<file path="config.mk">
export PLATFORM = sky130hd
export DESIGN_NAME = sdram_arbiter_flat
export DESIGN_NICKNAME = d
export VERILOG_FILES = /design/src/rtl/laser500_pkg.sv /design/src/rtl/sdram_arbiter_if.sv /design/src/rtl/sdram_req_slot.sv /design/src/rtl/sdram_arbiter.sv /design/src/flat_wrapper.sv
export SDC_FILE = /design/constraint.sdc
export NUM_CORES = 1
export LEC_CHECK = 0
export CORE_MARGIN = 10
export CORE_UTILIZATION = 46
export DETAILED_ROUTE_END_ITERATION = 10
export PLACE_DENSITY = 0.87
export REMOVE_ABC_BUFFERS = 1
export SLEW_MARGIN = 20
export SYNTH_ARGS = -nofsm -noshare
export SYNTH_HDL_FRONTEND = slang
export SYNTH_HIERARCHICAL = 1
export SYNTH_SLANG_ARGS = --single-unit
</file>
<file path="constraint.sdc">
create_clock -name F14M -period 1.9 [get_ports F14M]
set_input_delay 0.38 -clock F14M [delete_from_list [all_inputs] [get_ports F14M]]
set_output_delay 0.38 -clock F14M [all_outputs]
set_load 0.05 [all_outputs]
</file>
<file path="src/rtl/laser500_pkg.sv">
// -----------------------------------------------------------------------------
// laser500_pkg
// Shared types and constants for the Laser 500 SDRAM arbitration path.
//   owner_t     : which requester owns the SDRAM transaction in flight
//   arb_state_t : arbiter FSM states
//   SDRAM_AW    : SDRAM byte-address width
// -----------------------------------------------------------------------------
package laser500_pkg;

  localparam int SDRAM_AW = 25;

  typedef enum logic [1:0] {
    OWN_NONE,
    OWN_DL,
    OWN_VID,
    OWN_CPU
  } owner_t;

  typedef enum logic [1:0] {
    IDLE,
    ACCESS,
    COMPLETE
  } arb_state_t;

endpackage

</file>
<file path="src/rtl/sdram_arbiter_if.sv">
// -----------------------------------------------------------------------------
// sdram_arbiter_if
// Bundles every requester, response and SDRAM-controller signal of the
// arbiter. The slave modport is the arbiter's view; the master modport is the
// view of the surrounding requesters and SDRAM controller.
//   dl_*    : downloader write strobe, address, data, download-in-progress
//   vid_*   : video read strobe/address, ack pulse and read data
//   cpu_*   : CPU access strobe/we/address/wdata, ack, read data, wait_n stall
//   sdram_* : address/data/we/oe towards the controller, read data back
//   busy, overflow : status
// -----------------------------------------------------------------------------
interface sdram_arbiter_if
  import laser500_pkg::*;
#(
  parameter int AW = SDRAM_AW
);

  logic          dl_active;
  logic          dl_wr;
  logic [AW-1:0] dl_addr;
  logic [7:0]    dl_data;

  logic          vid_req;
  logic [AW-1:0] vid_addr;
  logic          vid_ack;
  logic [7:0]    vid_data;

  logic          cpu_req;
  logic          cpu_we;
  logic [AW-1:0] cpu_addr;
  logic [7:0]    cpu_wdata;
  logic          cpu_ack;
  logic [7:0]    cpu_rdata;
  logic          cpu_wait_n;

  logic [AW-1:0] sdram_addr;
  logic [7:0]    sdram_din;
  logic          sdram_we;
  logic          sdram_oe;
  logic [7:0]    sdram_dout;

  logic          busy;
  logic          overflow;

  modport slave (
    input  dl_active, dl_wr, dl_addr, dl_data,
    input  vid_req, vid_addr,
    input  cpu_req, cpu_we, cpu_addr, cpu_wdata,
    input  sdram_dout,
    output vid_ack, vid_data,
    output cpu_ack, cpu_rdata, cpu_wait_n,
    output sdram_addr, sdram_din, sdram_we, sdram_oe,
    output busy, overflow
  );

  modport master (
    output dl_active, dl_wr, dl_addr, dl_data,
    output vid_req, vid_addr,
    output cpu_req, cpu_we, cpu_addr, cpu_wdata,
    output sdram_dout,
    input  vid_ack, vid_data,
    input  cpu_ack, cpu_rdata, cpu_wait_n,
    input  sdram_addr, sdram_din, sdram_we, sdram_oe,
    input  busy, overflow
  );

endinterface

</file>
<file path="src/rtl/sdram_req_slot.sv">
// -----------------------------------------------------------------------------
// sdram_req_slot
// One pending-request slot: a valid bit plus latched address, data and we.
//   clk, rst   : clock, asynchronous active-high reset
//   strobe_i   : 1-cycle request strobe; loads the slot when accepted
//   addr_i, data_i, we_i : request fields, sampled with strobe_i
//   grant_i    : arbiter picked this slot; clears the valid bit
//   busy_i     : this requester's access is currently in flight
//   valid_o, addr_o, data_o, we_o : slot contents
//   drop_o     : strobe rejected (slot full or access in flight)
// -----------------------------------------------------------------------------
module sdram_req_slot #(
  parameter int AW = 25
) (
  input  logic          clk,
  input  logic          rst,
  input  logic          strobe_i,
  input  logic [AW-1:0] addr_i,
  input  logic [7:0]    data_i,
  input  logic          we_i,
  input  logic          grant_i,
  input  logic          busy_i,
  output logic          valid_o,
  output logic [AW-1:0] addr_o,
  output logic [7:0]    data_o,
  output logic          we_o,
  output logic          drop_o
);

  logic          valid_q, valid_d;
  logic [AW-1:0] addr_q, addr_d;
  logic [7:0]    data_q, data_d;
  logic          we_q, we_d;

  // NOTE: every variable gets its default at the top of the block so no path
  // leaves it unassigned; otherwise synthesis infers a latch.
  always_comb begin
    valid_d = valid_q;
    addr_d  = addr_q;
    data_d  = data_q;
    we_d    = we_q;
    drop_o  = strobe_i && (valid_q || busy_i);

    // A grant needs valid_q and an accepted strobe needs !valid_q, so the two
    // updates below never collide.
    if (grant_i) begin
      valid_d = 1'b0;
    end
    if (strobe_i && !drop_o) begin
      valid_d = 1'b1;
      addr_d  = addr_i;
      data_d  = data_i;
      we_d    = we_i;
    end
  end

  // NOTE: sequential state uses non-blocking assignments so every flop samples
  // the pre-edge value of every other flop, matching the hardware.
  // NOTE: the field registers are plain flops, not a RAM, so resetting them is
  // cheap and keeps the outputs deterministic after reset.
  always_ff @(posedge clk or posedge rst) begin
    if (rst) begin
      valid_q <= 1'b0;
      addr_q  <= '0;
      data_q  <= '0;
      we_q    <= 1'b0;
    end else begin
      valid_q <= valid_d;
      addr_q  <= addr_d;
      data_q  <= data_d;
      we_q    <= we_d;
    end
  end

  assign valid_o = valid_q;
  assign addr_o  = addr_q;
  assign data_o  = data_q;
  assign we_o    = we_q;

endmodule

</file>
<file path="src/rtl/sdram_arbiter.sv">
// -----------------------------------------------------------------------------
// sdram_arbiter
// Shares one 8-bit SDRAM port between the ROM downloader, the video fetcher
// and the Z80 CPU. Requests are latched into pending slots and served as
// 2-cycle transactions (ACCESS, COMPLETE); read data returns with a 1-cycle
// ack; the CPU is stalled through cpu_wait_n.
//   F14M  : system clock
//   RESET : asynchronous active-high reset
//   bus   : sdram_arbiter_if slave modport (requesters, acks, SDRAM side,
//           busy and sticky overflow)
// Parameters: AW address width; VID_FIXED 1 = video beats CPU, 0 = the two
// alternate on collisions.
// -----------------------------------------------------------------------------
module sdram_arbiter
  import laser500_pkg::*;
#(
  parameter int AW        = SDRAM_AW,
  parameter bit VID_FIXED = 1'b1
) (
  input  logic           F14M,
  input  logic           RESET,
  sdram_arbiter_if.slave bus
);

  arb_state_t    state_q, state_d;
  owner_t        owner_q, owner_d;
  logic          last_vid_q, last_vid_d;   // 1 = video granted last, 0 = CPU
  logic [AW-1:0] sdram_addr_q, sdram_addr_d;
  logic [7:0]    sdram_din_q, sdram_din_d;
  logic          sdram_we_q, sdram_we_d;
  logic          sdram_oe_q, sdram_oe_d;
  logic          busy_q, busy_d;
  logic          vid_ack_q, vid_ack_d;
  logic [7:0]    vid_data_q, vid_data_d;
  logic          cpu_ack_q, cpu_ack_d;
  logic [7:0]    cpu_rdata_q, cpu_rdata_d;
  logic          cpu_wait_n_q, cpu_wait_n_d;
  logic          overflow_q, overflow_d;

  logic          dl_slot_valid, vid_slot_valid, cpu_slot_valid;
  logic [AW-1:0] dl_slot_addr, vid_slot_addr, cpu_slot_addr;
  logic [7:0]    dl_slot_data, vid_slot_data, cpu_slot_data;
  logic          dl_slot_we, vid_slot_we, cpu_slot_we;
  logic          dl_drop, vid_drop, cpu_drop;
  logic          grant_dl, grant_vid, grant_cpu;
  logic          dl_busy, vid_busy, cpu_busy;
  logic          vid_ok, cpu_ok;
  owner_t        win;

  assign dl_busy  = (state_q != IDLE) && (owner_q == OWN_DL);
  assign vid_busy = (state_q != IDLE) && (owner_q == OWN_VID);
  assign cpu_busy = (state_q != IDLE) && (owner_q == OWN_CPU);

  sdram_req_slot #(.AW(AW)) u_dl_slot (
    .clk      (F14M),
    .rst      (RESET),
    .strobe_i (bus.dl_wr),
    .addr_i   (bus.dl_addr),
    .data_i   (bus.dl_data),
    .we_i     (1'b1),
    .grant_i  (grant_dl),
    .busy_i   (dl_busy),
    .valid_o  (dl_slot_valid),
    .addr_o   (dl_slot_addr),
    .data_o   (dl_slot_data),
    .we_o     (dl_slot_we),
    .drop_o   (dl_drop)
  );

  sdram_req_slot #(.AW(AW)) u_vid_slot (
    .clk      (F14M),
    .rst      (RESET),
    .strobe_i (bus.vid_req),
    .addr_i   (bus.vid_addr),
    .data_i   (8'h00),
    .we_i     (1'b0),
    .grant_i  (grant_vid),
    .busy_i   (vid_busy),
    .valid_o  (vid_slot_valid),
    .addr_o   (vid_slot_addr),
    .data_o   (vid_slot_data),
    .we_o     (vid_slot_we),
    .drop_o   (vid_drop)
  );

  sdram_req_slot #(.AW(AW)) u_cpu_slot (
    .clk      (F14M),
    .rst      (RESET),
    .strobe_i (bus.cpu_req),
    .addr_i   (bus.cpu_addr),
    .data_i   (bus.cpu_wdata),
    .we_i     (bus.cpu_we),
    .grant_i  (grant_cpu),
    .busy_i   (cpu_busy),
    .valid_o  (cpu_slot_valid),
    .addr_o   (cpu_slot_addr),
    .data_o   (cpu_slot_data),
    .we_o     (cpu_slot_we),
    .drop_o   (cpu_drop)
  );

  always_comb begin
    state_d      = state_q;
    owner_d      = owner_q;
    last_vid_d   = last_vid_q;
    sdram_addr_d = sdram_addr_q;
    sdram_din_d  = sdram_din_q;
    sdram_we_d   = 1'b0;
    sdram_oe_d   = 1'b0;
    busy_d       = 1'b0;
    vid_ack_d    = 1'b0;
    vid_data_d   = vid_data_q;
    cpu_ack_d    = 1'b0;
    cpu_rdata_d  = cpu_rdata_q;
    grant_dl     = 1'b0;
    grant_vid    = 1'b0;
    grant_cpu    = 1'b0;
    overflow_d   = overflow_q | dl_drop | vid_drop | cpu_drop;
    cpu_wait_n_d = ~(cpu_slot_valid | cpu_busy | bus.dl_active);

    // Video and CPU stay pending (not dropped) while a download runs.
    vid_ok = vid_slot_valid && !bus.dl_active;
    cpu_ok = cpu_slot_valid && !bus.dl_active;

    win = OWN_NONE;
    if (dl_slot_valid) begin
      win = OWN_DL;
    end else if (vid_ok && cpu_ok) begin
      win = (VID_FIXED || !last_vid_q) ? OWN_VID : OWN_CPU;
    end else if (vid_ok) begin
      win = OWN_VID;
    end else if (cpu_ok) begin
      win = OWN_CPU;
    end

    // Read data is valid in COMPLETE; the ack is registered for the next cycle.
    if (state_q == COMPLETE) begin
      case (owner_q)
        OWN_VID: begin
          vid_ack_d  = 1'b1;
          vid_data_d = bus.sdram_dout;
        end
        OWN_CPU: begin
          cpu_ack_d = 1'b1;
          if (!sdram_we_q) begin
            cpu_rdata_d = bus.sdram_dout;
          end
        end
        default: ;
      endcase
    end

    if (state_q == ACCESS) begin
      state_d    = COMPLETE;
      sdram_we_d = sdram_we_q;
      sdram_oe_d = sdram_oe_q;
      busy_d     = 1'b1;
    end else begin
      // IDLE and COMPLETE both arbitrate, giving back-to-back 2-cycle accesses.
      case (win)
        OWN_DL: begin
          grant_dl     = 1'b1;
          sdram_addr_d = dl_slot_addr;
          sdram_din_d  = dl_slot_data;
          sdram_we_d   = dl_slot_we;
        end
        OWN_VID: begin
          grant_vid    = 1'b1;
          sdram_addr_d = vid_slot_addr;
          sdram_din_d  = vid_slot_data;
          sdram_we_d   = vid_slot_we;
          last_vid_d   = 1'b1;
        end
        OWN_CPU: begin
          grant_cpu    = 1'b1;
          sdram_addr_d = cpu_slot_addr;
          sdram_din_d  = cpu_slot_data;
          sdram_we_d   = cpu_slot_we;
          last_vid_d   = 1'b0;
        end
        default: ;
      endcase

      if (win != OWN_NONE) begin
        state_d    = ACCESS;
        owner_d    = win;
        sdram_oe_d = ~sdram_we_d;
        busy_d     = 1'b1;
      end else begin
        state_d = IDLE;
        owner_d = OWN_NONE;
      end
    end
  end

  always_ff @(posedge F14M or posedge RESET) begin
    if (RESET) begin
      state_q      <= IDLE;
      owner_q      <= OWN_NONE;
      last_vid_q   <= 1'b0;
      sdram_addr_q <= '0;
      sdram_din_q  <= '0;
      sdram_we_q   <= 1'b0;
      sdram_oe_q   <= 1'b0;
      busy_q       <= 1'b0;
      vid_ack_q    <= 1'b0;
      vid_data_q   <= '0;
      cpu_ack_q    <= 1'b0;
      cpu_rdata_q  <= '0;
      cpu_wait_n_q <= 1'b1;
      overflow_q   <= 1'b0;
    end else begin
      state_q      <= state_d;
      owner_q      <= owner_d;
      last_vid_q   <= last_vid_d;
      sdram_addr_q <= sdram_addr_d;
      sdram_din_q  <= sdram_din_d;
      sdram_we_q   <= sdram_we_d;
      sdram_oe_q   <= sdram_oe_d;
      busy_q       <= busy_d;
      vid_ack_q    <= vid_ack_d;
      vid_data_q   <= vid_data_d;
      cpu_ack_q    <= cpu_ack_d;
      cpu_rdata_q  <= cpu_rdata_d;
      cpu_wait_n_q <= cpu_wait_n_d;
      overflow_q   <= overflow_d;
    end
  end

  assign bus.sdram_addr = sdram_addr_q;
  assign bus.sdram_din  = sdram_din_q;
  assign bus.sdram_we   = sdram_we_q;
  assign bus.sdram_oe   = sdram_oe_q;
  assign bus.busy       = busy_q;
  assign bus.vid_ack    = vid_ack_q;
  assign bus.vid_data   = vid_data_q;
  assign bus.cpu_ack    = cpu_ack_q;
  assign bus.cpu_rdata  = cpu_rdata_q;
  assign bus.cpu_wait_n = cpu_wait_n_q;
  assign bus.overflow   = overflow_q;

endmodule

</file>
<file path="src/flat_wrapper.sv">
// flat-port wrapper written by rule: the top's interface ports become plain ports
module sdram_arbiter_flat import laser500_pkg::*;
#(
  parameter int AW        = SDRAM_AW,
  parameter bit VID_FIXED = 1'b1
)
  (F14M, RESET, bus_dl_active, bus_dl_wr, bus_dl_addr, bus_dl_data, bus_vid_req, bus_vid_addr, bus_cpu_req, bus_cpu_we, bus_cpu_addr, bus_cpu_wdata, bus_sdram_dout, bus_vid_ack, bus_vid_data, bus_cpu_ack, bus_cpu_rdata, bus_cpu_wait_n, bus_sdram_addr, bus_sdram_din, bus_sdram_we, bus_sdram_oe, bus_busy, bus_overflow);
  sdram_arbiter_if #(.AW(AW)) bus_i ();
  input  logic F14M;
  input  logic RESET;
  input wire logic [$bits(bus_i.dl_active)-1:0] bus_dl_active;
  input wire logic [$bits(bus_i.dl_wr)-1:0] bus_dl_wr;
  input wire logic [$bits(bus_i.dl_addr)-1:0] bus_dl_addr;
  input wire logic [$bits(bus_i.dl_data)-1:0] bus_dl_data;
  input wire logic [$bits(bus_i.vid_req)-1:0] bus_vid_req;
  input wire logic [$bits(bus_i.vid_addr)-1:0] bus_vid_addr;
  input wire logic [$bits(bus_i.cpu_req)-1:0] bus_cpu_req;
  input wire logic [$bits(bus_i.cpu_we)-1:0] bus_cpu_we;
  input wire logic [$bits(bus_i.cpu_addr)-1:0] bus_cpu_addr;
  input wire logic [$bits(bus_i.cpu_wdata)-1:0] bus_cpu_wdata;
  input wire logic [$bits(bus_i.sdram_dout)-1:0] bus_sdram_dout;
  output wire logic [$bits(bus_i.vid_ack)-1:0] bus_vid_ack;
  output wire logic [$bits(bus_i.vid_data)-1:0] bus_vid_data;
  output wire logic [$bits(bus_i.cpu_ack)-1:0] bus_cpu_ack;
  output wire logic [$bits(bus_i.cpu_rdata)-1:0] bus_cpu_rdata;
  output wire logic [$bits(bus_i.cpu_wait_n)-1:0] bus_cpu_wait_n;
  output wire logic [$bits(bus_i.sdram_addr)-1:0] bus_sdram_addr;
  output wire logic [$bits(bus_i.sdram_din)-1:0] bus_sdram_din;
  output wire logic [$bits(bus_i.sdram_we)-1:0] bus_sdram_we;
  output wire logic [$bits(bus_i.sdram_oe)-1:0] bus_sdram_oe;
  output wire logic [$bits(bus_i.busy)-1:0] bus_busy;
  output wire logic [$bits(bus_i.overflow)-1:0] bus_overflow;
  assign bus_i.dl_active = bus_dl_active;
  assign bus_i.dl_wr = bus_dl_wr;
  assign bus_i.dl_addr = bus_dl_addr;
  assign bus_i.dl_data = bus_dl_data;
  assign bus_i.vid_req = bus_vid_req;
  assign bus_i.vid_addr = bus_vid_addr;
  assign bus_i.cpu_req = bus_cpu_req;
  assign bus_i.cpu_we = bus_cpu_we;
  assign bus_i.cpu_addr = bus_cpu_addr;
  assign bus_i.cpu_wdata = bus_cpu_wdata;
  assign bus_i.sdram_dout = bus_sdram_dout;
  assign bus_vid_ack = bus_i.vid_ack;
  assign bus_vid_data = bus_i.vid_data;
  assign bus_cpu_ack = bus_i.cpu_ack;
  assign bus_cpu_rdata = bus_i.cpu_rdata;
  assign bus_cpu_wait_n = bus_i.cpu_wait_n;
  assign bus_sdram_addr = bus_i.sdram_addr;
  assign bus_sdram_din = bus_i.sdram_din;
  assign bus_sdram_we = bus_i.sdram_we;
  assign bus_sdram_oe = bus_i.sdram_oe;
  assign bus_busy = bus_i.busy;
  assign bus_overflow = bus_i.overflow;
  sdram_arbiter #(.AW(AW), .VID_FIXED(VID_FIXED)) u_core (.F14M(F14M), .RESET(RESET), .bus(bus_i));
endmodule
</file>
# Word-level counts from Yosys, hierarchy flattened
# Index checks and enable logic that the tools add are counted.
# word_totals
register_bits	156
in_bits	106
out_inout_bits	56
elab_cells	98
# classes
n_eq_ne	8
muxes	30
bitwise	9
reduce_logical	28
# op_table
operator	n
$pmux W25 S3	1
$pmux W8 S3	1
$mux W1	21
$logic_and A1 B1 Y1	12
$mux W2	6
$eq A2 B2 Y1 const B	5
$reduce_bool A2 Y1	5
$eq A2 B1 Y1 const B	3
$or A1 B1 Y1	5
$logic_not A1 Y1	4
$not A1 Y1	4
$reduce_and A2 Y1	2
$logic_or A1 B1 Y1	3
$reduce_and A3 Y1	1
$reduce_bool A3 Y1	1
$pmux W1 S2	1

# Longest topological paths before layout
# logic_depth
ltp_word	11
mapped_depth	7
ltp_nobuf	5

# Cells and area by module
# Netlist, hierarchy kept.
# modules_own_cells
module	n_inst	cells_each	area_each_um2
sdram_req_slot	3	77	1333.8
sdram_arbiter	1	353	3310.7

# Worst setup path after synthesis
# No wires, ideal clock.
# synth_path
path_type	flip-flop to flip-flop
from	register u_core.state_q[0]
to	register u_core.u_cpu_slot.addr_q[10], in the netlist u_core/u_cpu_slot/addr_o[10]
setup_time_ns	0.125
t_arrival_ns	1.524
t_required_ns	1.775
setup_slack_ns	0.251
path_stages_with_launch	6
synth_period_minus_slack_ns	1.649
path_cell_list	dfrtp_1 nor2_1 nor2_1 nor3b_4 buf_6 mux2_2
# synth_via
elab_chain_len	6
# synth_rtl
item	line	text
start, declared	sdram_arbiter.sv:25	arb_state_t state_q, state_d;
start signal, assigned	sdram_arbiter.sv:213	state_q <= state_d;
$reduce_bool A2 Y1	sdram_arbiter.sv:52	assign cpu_busy = (state_q != IDLE) && (owner_q == OWN_CPU);
$logic_and A1 B1 Y1	sdram_arbiter.sv:52	
named net u_core.cpu_busy	sdram_arbiter.sv:46	logic dl_busy, vid_busy, cpu_busy;
$logic_or A1 B1 Y1	sdram_req_slot.sv:42	drop_o = strobe_i && (valid_q || busy_i);
$logic_and A1 B1 Y1	sdram_req_slot.sv:42	
$logic_not A1 Y1	sdram_req_slot.sv:49	if (strobe_i && !drop_o) begin
$logic_and A1 B1 Y1	sdram_req_slot.sv:49	
end signal, assigned	sdram_req_slot.sv:69	addr_q <= addr_d;
end, declared	sdram_req_slot.sv:31	logic [AW-1:0] addr_q, addr_d;
# The timed path passes the listed nets, and every way through them passes these cells.
# A chain may end at the register's enable or synchronous reset.

==> summary.md <==
| Metric | Value |
|---|---|
| Slowest stage delay, CP | `slightly above 0.4 ns` |
| Ant diodes | `0` |
| Fmax | `about 570 MHz` |
| Leakage power | `4.095 nW` |
| CTS Buf Count | `17` |
| Cells after synthesis | `584` |
| Vias in the first global route | `5713` |
| Status | `completed` |
| Sequential cell area fraction in the yosys report | `56.49%` |
| Worst setup path category | `flop to flop` |
| CTS tree | `done` |
| Grt ovf | `0` |
| Ys Warns | `6` |
| CP arrival | `roughly 2 ns` |
| Gr usage total | `19.01%` |
| Post-cts gate resize count | `12` |
| Largest net degree at the start of global routing | `61` |
| Count of final setup violators | `0` |
| Die height | `between 100 and 150 um` |
| Clk_skew | `0.01056 ns` |
| Top-area cell type share of the netlist area | `a little under three fifths` |
| Synth Register Bits | `about 170` |
| Initial antenna violation count | `0` |
| Distinct cells, synth | `35` |
| Pre-CTS WS | `-0.04955 ns` |
| Final Hold Vio Count | `0` |
| Vias post-DR | `around 5500` |
| Slew @ Worst Pin | `0.5334 ns` |
| DR vias/cell | `around 5.6` |
| RSZ-0062 raised after global routing | `no` |
| Ports | `162` |
| Syn Std Cell Area | `7312 sq um` |
| Crit Path Max Fanout | `21` |
| Final instance area | `between 9000 and 10000 sq um` |
| Type of the worst min-delay path | `input pin to async pin` |
| Post-synth EDFFs | `0` |
| PnR Total Power | `18.19 mW` |
| Root buffer cell | `clkbuf_16` |
| Critical Path Start Type | `flop` |
| Pre-Repair DR Iteration Count | `5` |
| Site row count | `46` |
| Remaining antenna violation count | `0` |
| Final #Nets | `~860` |
| Clock Path Buffers | `2` |
| Crit-path cells | `nor2_1, nor2_1, nor3b_4, buf_12, mux2_2` |
| Core area | `15710 sq um` |
| First-pass GRT wire length | `32230 um` |
| VDD IR max | `0.9219 mV` |
| # hold bufs at CTS | `0` |
| Critical Path Start | `u_core/state_q[0]$_DFF_PP0_` |
| Worst-Skew Late Latency | `0.42 ns` |
| Worst path slowest cell | `dfrtp_1` |
| Post-synth top cells | `dfrtp_1, mux2_2, a31oi_1` |
| Drt wl/cell | `~21 um` |
| Initial Util | `between 40% and 50%` |
| Postcts setup bufs | `0` |
| Final Wtd Congestion | `0.7948` |
| Syn_area_per_cell | `12.52 sq um` |
| Post-route DRC | `0` |
| Tmin final | `1.739 ns` |
| Dpl cell area | `9191 sq um` |
| Worst EP required | `2.21 ns` |
| Htree depth | `4` |
| Top post-synthesis cells by area | `dfrtp_1, mux2_2, a31oi_1, a21o_1, nand3b_1` |
| Slew margin rel. | `64.40%` |
| CP Capture Type | `flop` |
| MaxCap Viol Count | `0` |
| IO buf count | `161` |
| Clk slew on worst S/H paths | `0.06 ns` |
| FF-to-FF Start | `u_core/state_q[0]$_DFF_PP0_` |
| Most used cell, CP | `nor2_1` |
| Area Overhead vs Synth | `33.25%` |
| Cell with the most instances after synthesis | `dfrtp_1` |
| R2R setup slack | `0.16 ns` |
| Final setup margin | `0.1607 ns` |
| Die span in x | `~150 um` |
| WL final | `20320 um` |
| Pwr/cell area | `1867 nW/um^2` |
| Synth async-reset ratio | `100.0%` |
| Ys flop type | `dfrtp_1` |
| CTS Sinks | `between 150 and 200` |
| Synth area leader | `dfrtp_1` |
| Starting DRT DRC Count | `312` |
| DIE AREA | `around 21000 sq um` |
| Tcrit/Tclk final | `roughly nine tenths` |
| Layout cells sized above 1 | `between 20 and 30%` |
| Dpl hpwl | `14100 um` |
| Slew Viols, Final | `0` |
cell families (layout without fill, tap and decap cells):
family / count (synthesis) / count (layout) / synth area share [%]
buffers and inverters: 56 / 229 / 4.398
AOI/OAI and AO/OA: 144 / 144 / 12.44
other: 2 / 10 / 0.1027
DFF: 165 / 165 / 56.49
muxes: 118 / 118 / 18.17
and+or+nand+nor: 99 / 99 / 8.402
layout by cell type, fill, tap and decap left out, types with 17 or more instances in the layout:
| cell type | n |
|---|---|
| mux2_2 | 96 |
| clkdlybuf4s50_1 | 105 |
| a31oi_1 | 66 |
| nand3b_1 | 34 |
| clkbuf_16 | 17 |
| a21o_1 | 36 |
| nand2_1 | 39 |
| buf_4 | 61 |
| o21ai_0 | 33 |
| mux2_1 | 22 |
| dfrtp_1 | 162 |
metal layers:
| layer | vias up | GRT usage (%) | wire length [um] |
|---|---|---|---|
| li1 | 2446 | - | - |
| met5 | - | 0 | 0 |
| met2 | 226 | 32.40 | 10460 |
| met1 | 2747 | 22.79 | 8300 |
| met4 | 0 | 7.508 | 465 |
| met3 | 35 | 4.450 | 1089 |
final cells by class:
class                   count  area [sq um]
inverters                   9         36.28
repair buffers            189          1834
multi-input cells         371          2903
well taps                 216         270.3
clock buffers              21         460.4
flip-flops and latches    165          4133
clock inverters            10         106.4
fillers                  1206          5969
registers in the layout, summed over array words and instances (netlist names), 2 cells and up:
signal and cells:
u_core/bus.sdram_addr 25, u_core/u_cpu_slot/addr_o 25, u_core/u_dl_slot/addr_o 25, u_core/u_vid_slot/addr_o 25, u_core/bus.cpu_rdata 8, u_core/bus.sdram_din 8, u_core/bus.vid_data 8, u_core/u_cpu_slot/data_o 8
u_core/u_dl_slot/data_o 8, u_core/u_vid_slot/data_o 8, u_core/owner_q 2, u_core/state_q 2
through the flow:
| step | setup TNS [ns] | util, % | hold WS, ns | cells |
|---|---|---|---|---|
| 5_1_grt | 0 | 62.01 | 0.4305 | 981 |
| 3_5_place_dp | -0.3876 | 58.50 | 0.4754 | 950 |
| 6_report | 0 | 62.01 | 0.4045 | 981 |
| 2_1_floorplan | -72.33 | - | 0.4191 | 545 |
| 3_3_place_gp | -0.2571 | 58.50 | 0.4620 | 950 |
| 4_1_cts | 0 | 62.01 | 0.3889 | 981 |
worst paths after layout:
path                                                            to  cells past startpoint
hold reg to reg            u_core/u_cpu_slot/addr_o[6]$_DFFE_PP0P_                      1
hold / removal             u_core/u_vid_slot/addr_o[8]$_DFFE_PP0P_                      2
setup / recovery           u_core/u_vid_slot/data_o[3]$_DFFE_PP0P_                      5
setup reg to reg           u_core/u_vid_slot/data_o[3]$_DFFE_PP0P_                      5
max in group asynchronous          u_core/bus.cpu_wait_n$_DFF_PP1_                      3
min in group F14M          u_core/u_cpu_slot/addr_o[6]$_DFFE_PP0P_                      1
critical path, delay by kind of cell, from the launching register on:
family                 cells  cell delay (ns)
buffers and inverters      1             0.22
multiplexers               1             0.36
AND/OR/NAND/NOR            3             0.63
flip-flops                 1             0.41
where the power goes:
| part | total (mW) | internal, mW | leakage (nW) | switching (mW) |
|---|---|---|---|---|
| clock | 3.33 | 1.98 | 0.282 | 1.34 |
| sequential | 6.40 | 5.33 | 1.94 | 1.08 |
| combinational | 8.46 | 3.44 | 1.87 | 5.02 |
Power figures use the tool's default switching activity.
==> variant 1, RTL diff (same flow settings) <==
Re-encode `owner_t` (4 values) as one-hot, 4 bits wide.
--- a/src/rtl/laser500_pkg.sv
+++ b/src/rtl/laser500_pkg.sv
@@ -9,11 +9,11 @@
 
   localparam int SDRAM_AW = 25;
 
-  typedef enum logic [1:0] {
-    OWN_NONE,
-    OWN_DL,
-    OWN_VID,
-    OWN_CPU
+  typedef enum logic [3:0] {
+    OWN_NONE = 4'b0001,
+    OWN_DL   = 4'b0010,
+    OWN_VID  = 4'b0100,
+    OWN_CPU  = 4'b1000
   } owner_t;
 
   typedef enum logic [1:0] {
Function: no difference found for any inputs over 4 cycles, from zero or initial values and one cycle with RESET high; so few cycles prove little.
==> variant 1 against the unedited design <==
- global-route usage is 0.98 points higher
- highest routed layer unchanged
- setup slack got worse by 0.17 ns
- routed wire length rose by 8.7%
- power grew 2.7%
- design area grew 4.0%
- largest power group unchanged
- area after synthesis is 0.56% higher
- critical path depth rose by 1
- the flow now finishes with violations (setup timing)
- critical path type unchanged
- sequential cell count increased by 2
- via count up 2.1%
- sequential power down 1%
- die area up 0.49%
- core utilization rose by 2.3 points
==> variant 1: results (changes against the unedited design) <==
status=complete, but fails checks; failing checks=setup timing; fill cell total of the finished layout=1209 (+0.25%); drt initial violations=523 (+68%); largest cells by area after synthesis=dfrtp_1 (56%), mux2_2 (16%), a31oi_1 (5.6%), a21o_1 (4.0%), nand3b_1 (3.5%); peak per-stage delay on the critical path=0.43 ns (+0.02 ns); wire length of the first global-routing pass=33.9 mm (+5.3%); placer's final routability congestion estimate=0.820 (+3.2%); length of routed met2 wiring=11.3 mm (+8.2%); Detailed Place HPWL=14.5 mm (+3.0%); count of max-cap constraint violations=0 (unchanged); vias in the first global route=5841 (+2.2%); final setup slack of the worst path=-0.0115 ns (-0.172 ns); number of warning messages in the yosys log=6 (unchanged); Max FO, Critical Path=13 (-38%); switching power share of the total=40.1% (-0.77 points); slowest CP cell=dfrtp_1; CTS clk-pin slew, worst paths=0.07 ns; Global Route met1 Usage=24.4% (+1.6 points); Distinct cells, synth=36 (+2.9%); worst clock skew=0.00802 ns (-0.00255 ns); fraction of registers with async set/reset=100% (unchanged); routed wire length=22.1 mm (+8.7%); overall fraction of global-route tracks in use=20.0% (+0.98 points); highest signal layer in the routed design=met4; fraction of layout instances using a drive strength above 1=31.9% (+3.7 points); pin count of the biggest net entering global routing=71 (+16%); Synth Flop Type=dfrtp_1; root buffer cell=clkbuf_16; Max IR drop VDD=0.775 mV (-16%); WP data arrival=2.22 ns (+0.18 ns); final setup violation count=2 (+2); maximum root-to-sink buffer count=2 (unchanged); actual transition at the worst max-transition pin=0.532 ns (-0.00124 ns); DR vias/cell=5.55 (-0.23%); Pre-Repair DR Iteration Count=5 (unchanged); Leakage=4.29 nW (+4.8%); wire length on met3=1.33 mm (+22%); post-layout net count=879 (+2.3%); Tightest Hold Check Type=primary input to asynchronous set/reset pin; GRT met3 Usage=4.82% (+0.37 points); met2 track demand over resource in global routing=33.5% (+1.1 points); initial antenna violation count=2 (+2); sequential element share of the synthesized area=56.9% (+0.38 points); clock insertion delay at the later pin of the skew report=0.43 ns; most frequent cells after synthesis=dfrtp_1 (165), mux2_2 (107), a31oi_1 (66); number of cells traversed by the worst register-to-register path=6 (+1); met1 routed wirelength after detailed routing=8.91 mm (+7.3%)
==> variant 1: changes by cell type in the layout (fill, tap and decap cells not counted), moves of 3 or more <==
cell        change
mux2_2         +11
clkinvlp_4      +5
nand2_1         -4
buf_6           +3
a21o_1          +3
buf_4           +6
clkinv_2        -5
clkinv_4        +3
mux2_1         -13
buf_12          +4
==> variant 1: timing repair <==
item,CTS,global route
setup buffers,0,4
resized for setup,16,8
pin swaps,0,4
cloned,0,3
endpoints found under the setup margin,64,80
endpoints found under the hold margin,0,0
==> variant 1: final timing paths <==
check                                         startpoint                                endpoint  slack (ns)
setup / recovery           u_core/owner_q[3]$_DFFE_PP0N_  u_core/u_dl_slot/addr_o[8]$_DFFE_PP0P_       -0.01
hold / removal                                     RESET           u_core/owner_q[1]$_DFFE_PP0N_        0.38
setup reg to reg           u_core/owner_q[3]$_DFFE_PP0N_  u_core/u_dl_slot/addr_o[8]$_DFFE_PP0P_       -0.01
hold reg to reg            u_core/bus.overflow$_DFF_PP0_           u_core/bus.overflow$_DFF_PP0_        0.49
max in group asynchronous                          RESET         u_core/bus.cpu_wait_n$_DFF_PP1_        0.99
min in group F14M          u_core/bus.overflow$_DFF_PP0_           u_core/bus.overflow$_DFF_PP0_        0.49
==> variant 1: cell families (layout without fill, tap and decap cells) <==
family / count (synthesis) / after routing / share of synthesized area, %
mux: 118 / 118 / 18.1
compound gates: 145 / 145 / 12.5
buf+inv: 58 / 248 / 4.08
flops: 167 / 167 / 56.9
simple gates: 98 / 98 / 8.37
other cells: 2 / 12 / 0.102
==> variant 1: power by group through the flow <==
stage / logic [mW] / registers, mW / clock network [mW]
3_3_place_gp: 8.12 / 6.24 / 0
5_1_grt: 9.22 / 6.51 / 3.88
6_report: 8.68 / 6.31 / 3.68
3_5_place_dp: 8.37 / 6.35 / 0
2_1_floorplan: 3.54 / 8.05 / 0
4_1_cts: 8.38 / 6.30 / 3.73
==> variant 1: metrics by stage <==
step / hold slack (ns) / worst slack, ns / instance area (µm²) / TNS [ns] / instances
global placement: 0.462 / -0.0113 / 9380 / -0.211 / 964
global route: 0.388 / -0.0326 / 10100 / -0.776 / 1004
finish: 0.376 / -0.0115 / 10100 / -0.0171 / 1004
detailed placement: 0.475 / -0.0518 / 9380 / -0.963 / 964
floorplan: 0.419 / -0.880 / 7120 / -81.44 / 548
CTS: 0.359 / 0.0205 / 10000 / 0 / 996
==> variant 1: final cells by class <==
type	count	area (µm²)	area share, %
Tap cell	216	270	2.67
Multi-Input combinational cell	371	2950	29.1
Antenna cell	2	5.00	0.0494
Sequential cell	167	4180	41.3
Inverter	10	37.5	0.370
Clock buffer	17	425	4.20
Clock inverter	15	205	2.02
Timing Repair Buffer	206	2060	20.3
==> variant 2, RTL diff (same settings) <==
Made on the original files. The package constant `SDRAM_AW` goes from 25 to 50.
--- a/src/rtl/laser500_pkg.sv
+++ b/src/rtl/laser500_pkg.sv
@@ -7,7 +7,7 @@
 // -----------------------------------------------------------------------------
 package laser500_pkg;
 
-  localparam int SDRAM_AW = 25;
+  localparam int SDRAM_AW = 50;
 
   typedef enum logic [1:0] {
     OWN_NONE,
Interface: changed (resized bus_cpu_addr, bus_dl_addr, bus_sdram_addr and bus_vid_addr); port bits go from 162 to 262. No check against the original RTL was run, so the function may have changed too.
==> variant 2 against the unedited design <==
- power rose by 65%
- sequential cell count is 100 higher
- die area increased by 52%
- cell count is 59% higher
- global-route usage rose by 2.0 points
- routed wire length up 79%
- design area increased by 63%
- via count up 66%
- setup slack worse by 0.16 ns
- critical path depth increased by 1
- area after synthesis is 61% higher
==> variant 2: results (changes against the unedited design) <==
worst clock skew=0.00997 ns (-0.000597 ns); Finished Layout Cells=1560 (+59%); fraction of layout instances using a drive strength above 1=28.6% (+0.35 points); status=completed; initial antenna violation count=3 (+3); Post-Place Setup Slack=-0.131 ns (-0.0818 ns); vias in the first global route=9663 (+69%); clock insertion delay at the later pin of the skew report=0.54 ns (+0.12 ns); most frequent cells after synthesis=dfrtp_1 (264), mux2_2 (177), a31oi_1 (116); post-DR wirelength/cell=23.3 µm (+12%); wire length of the first global-routing pass=55.4 mm (+72%); # H-tree levels=1 (-3); clock buffer count from CTS=28 (+11); fill cell total of the finished layout=1881 (+56%); largest cells by area after synthesis=dfrtp_1 (56%), mux2_2 (17%), a31oi_1 (6.2%), a21o_1 (3.9%), nand3b_1 (3.8%); post-detailed-placement cell area=14700 µm² (+60%); Max IR drop VDD=1.22 mV (+33%); sequential element share of the synthesized area=56.4% (-0.10 points); Distinct cells, synth=37 (+5.7%); Detailed Place HPWL=23.7 mm (+68%); post-layout net count=1388 (+62%); WP data arrival=2.31 ns (+0.27 ns); overall fraction of global-route tracks in use=21.0% (+2.0 points); maximum root-to-sink buffer count=3 (+1); normalized max-slew margin=62.8% (-1.6 points); Leakage=6.60 nW (+61%); Inst Count DP=1499 (+58%); drt initial violations=662 (+110%)
[variant 2: cell count changes after synthesis, sizes merged]
cell | before | now
o21ai | 35 | 60
nand3b | 34 | 59
nand2 | 39 | 64
inv | 9 | 8
clkinv | 0 | 1
a31oi | 66 | 116
buf | 22 | 50
mux2 | 118 | 193
dfrtp | 164 | 264
a21o | 36 | 61
clkbuf | 25 | 34
[variant 2: cells by family after synthesis]
group	share of synthesized area (%)
DFF	56.4
AOI/OAI and AO/OA	13.1
muxes	18.5
and+or+nand+nor	7.50
buffers and inverters	4.53
other	0.0638
[variant 2: repair_timing]
action	in CTS	in global routing
cloned	0	4
setup buffers	0	4
pin swaps	0	2
endpoints found under the setup margin	21	112
resized for setup	21	3
[variant 2: power by group through the flow]
stage / clock, mW / combinational, mW / sequential [mW]
floorplan: 0 / 6.02 / 13.0
global placement: 0 / 13.2 / 10.1
detailed placement: 0 / 13.6 / 10.3
CTS: 6.08 / 13.6 / 10.2
global route: 6.32 / 14.7 / 10.6
finish: 5.97 / 13.8 / 10.2
[variant 2: layout make-up]
cell class,instances,area [µm²],share of cell area [%]
diodes,2,5.00,0.0316
clock buffers,39,833,5.25
clock inverters,12,188,1.18
inverters,9,40.0,0.252
multi-input cells,596,4650,29.3
flip-flops and latches,265,6640,41.9
well taps,330,413,2.60
repair buffers,307,3100,19.5
[variant 2: path summary, 6_finish.rpt]
path	slack (ns)	to	cells past startpoint
worst max-delay path	0.003	u_core/u_cpu_slot/addr_o[9]$_DFFE_PP0P_	6
min in group F14M	0.45	u_core/u_vid_slot/addr_o[19]$_DFFE_PP0P_	2
worst min register to register	0.49	u_core/u_vid_slot/addr_o[20]$_DFFE_PP0P_	1
worst min-delay path	0.33	u_core/bus.sdram_addr[5]$_DFFE_PP0P_	2
max in group asynchronous	1.10	u_core/bus.cpu_wait_n$_DFF_PP1_	3
worst max register to register	0.003	u_core/u_cpu_slot/addr_o[9]$_DFFE_PP0P_	6
[variant 2: metal layers]
layer / global-route usage, % / part of all wire, % / up-vias
li1: - / - / 3963
met1: 26.6 / 41 / 4583
met2: 35.1 / 49 / 445
met3: 5.42 / 8.6 / 52
met4: 5.36 / 2.0 / 2
met5: 0 / 0.036 / -
[variant 2: through the flow]
stage	total power [mW]	TNS, ns
floorplan	19.0	-421.20
global placement	23.3	-8.21
detailed placement	23.9	-12.46
CTS	29.8	0
global route	31.6	-0.132
finish	30.0	0
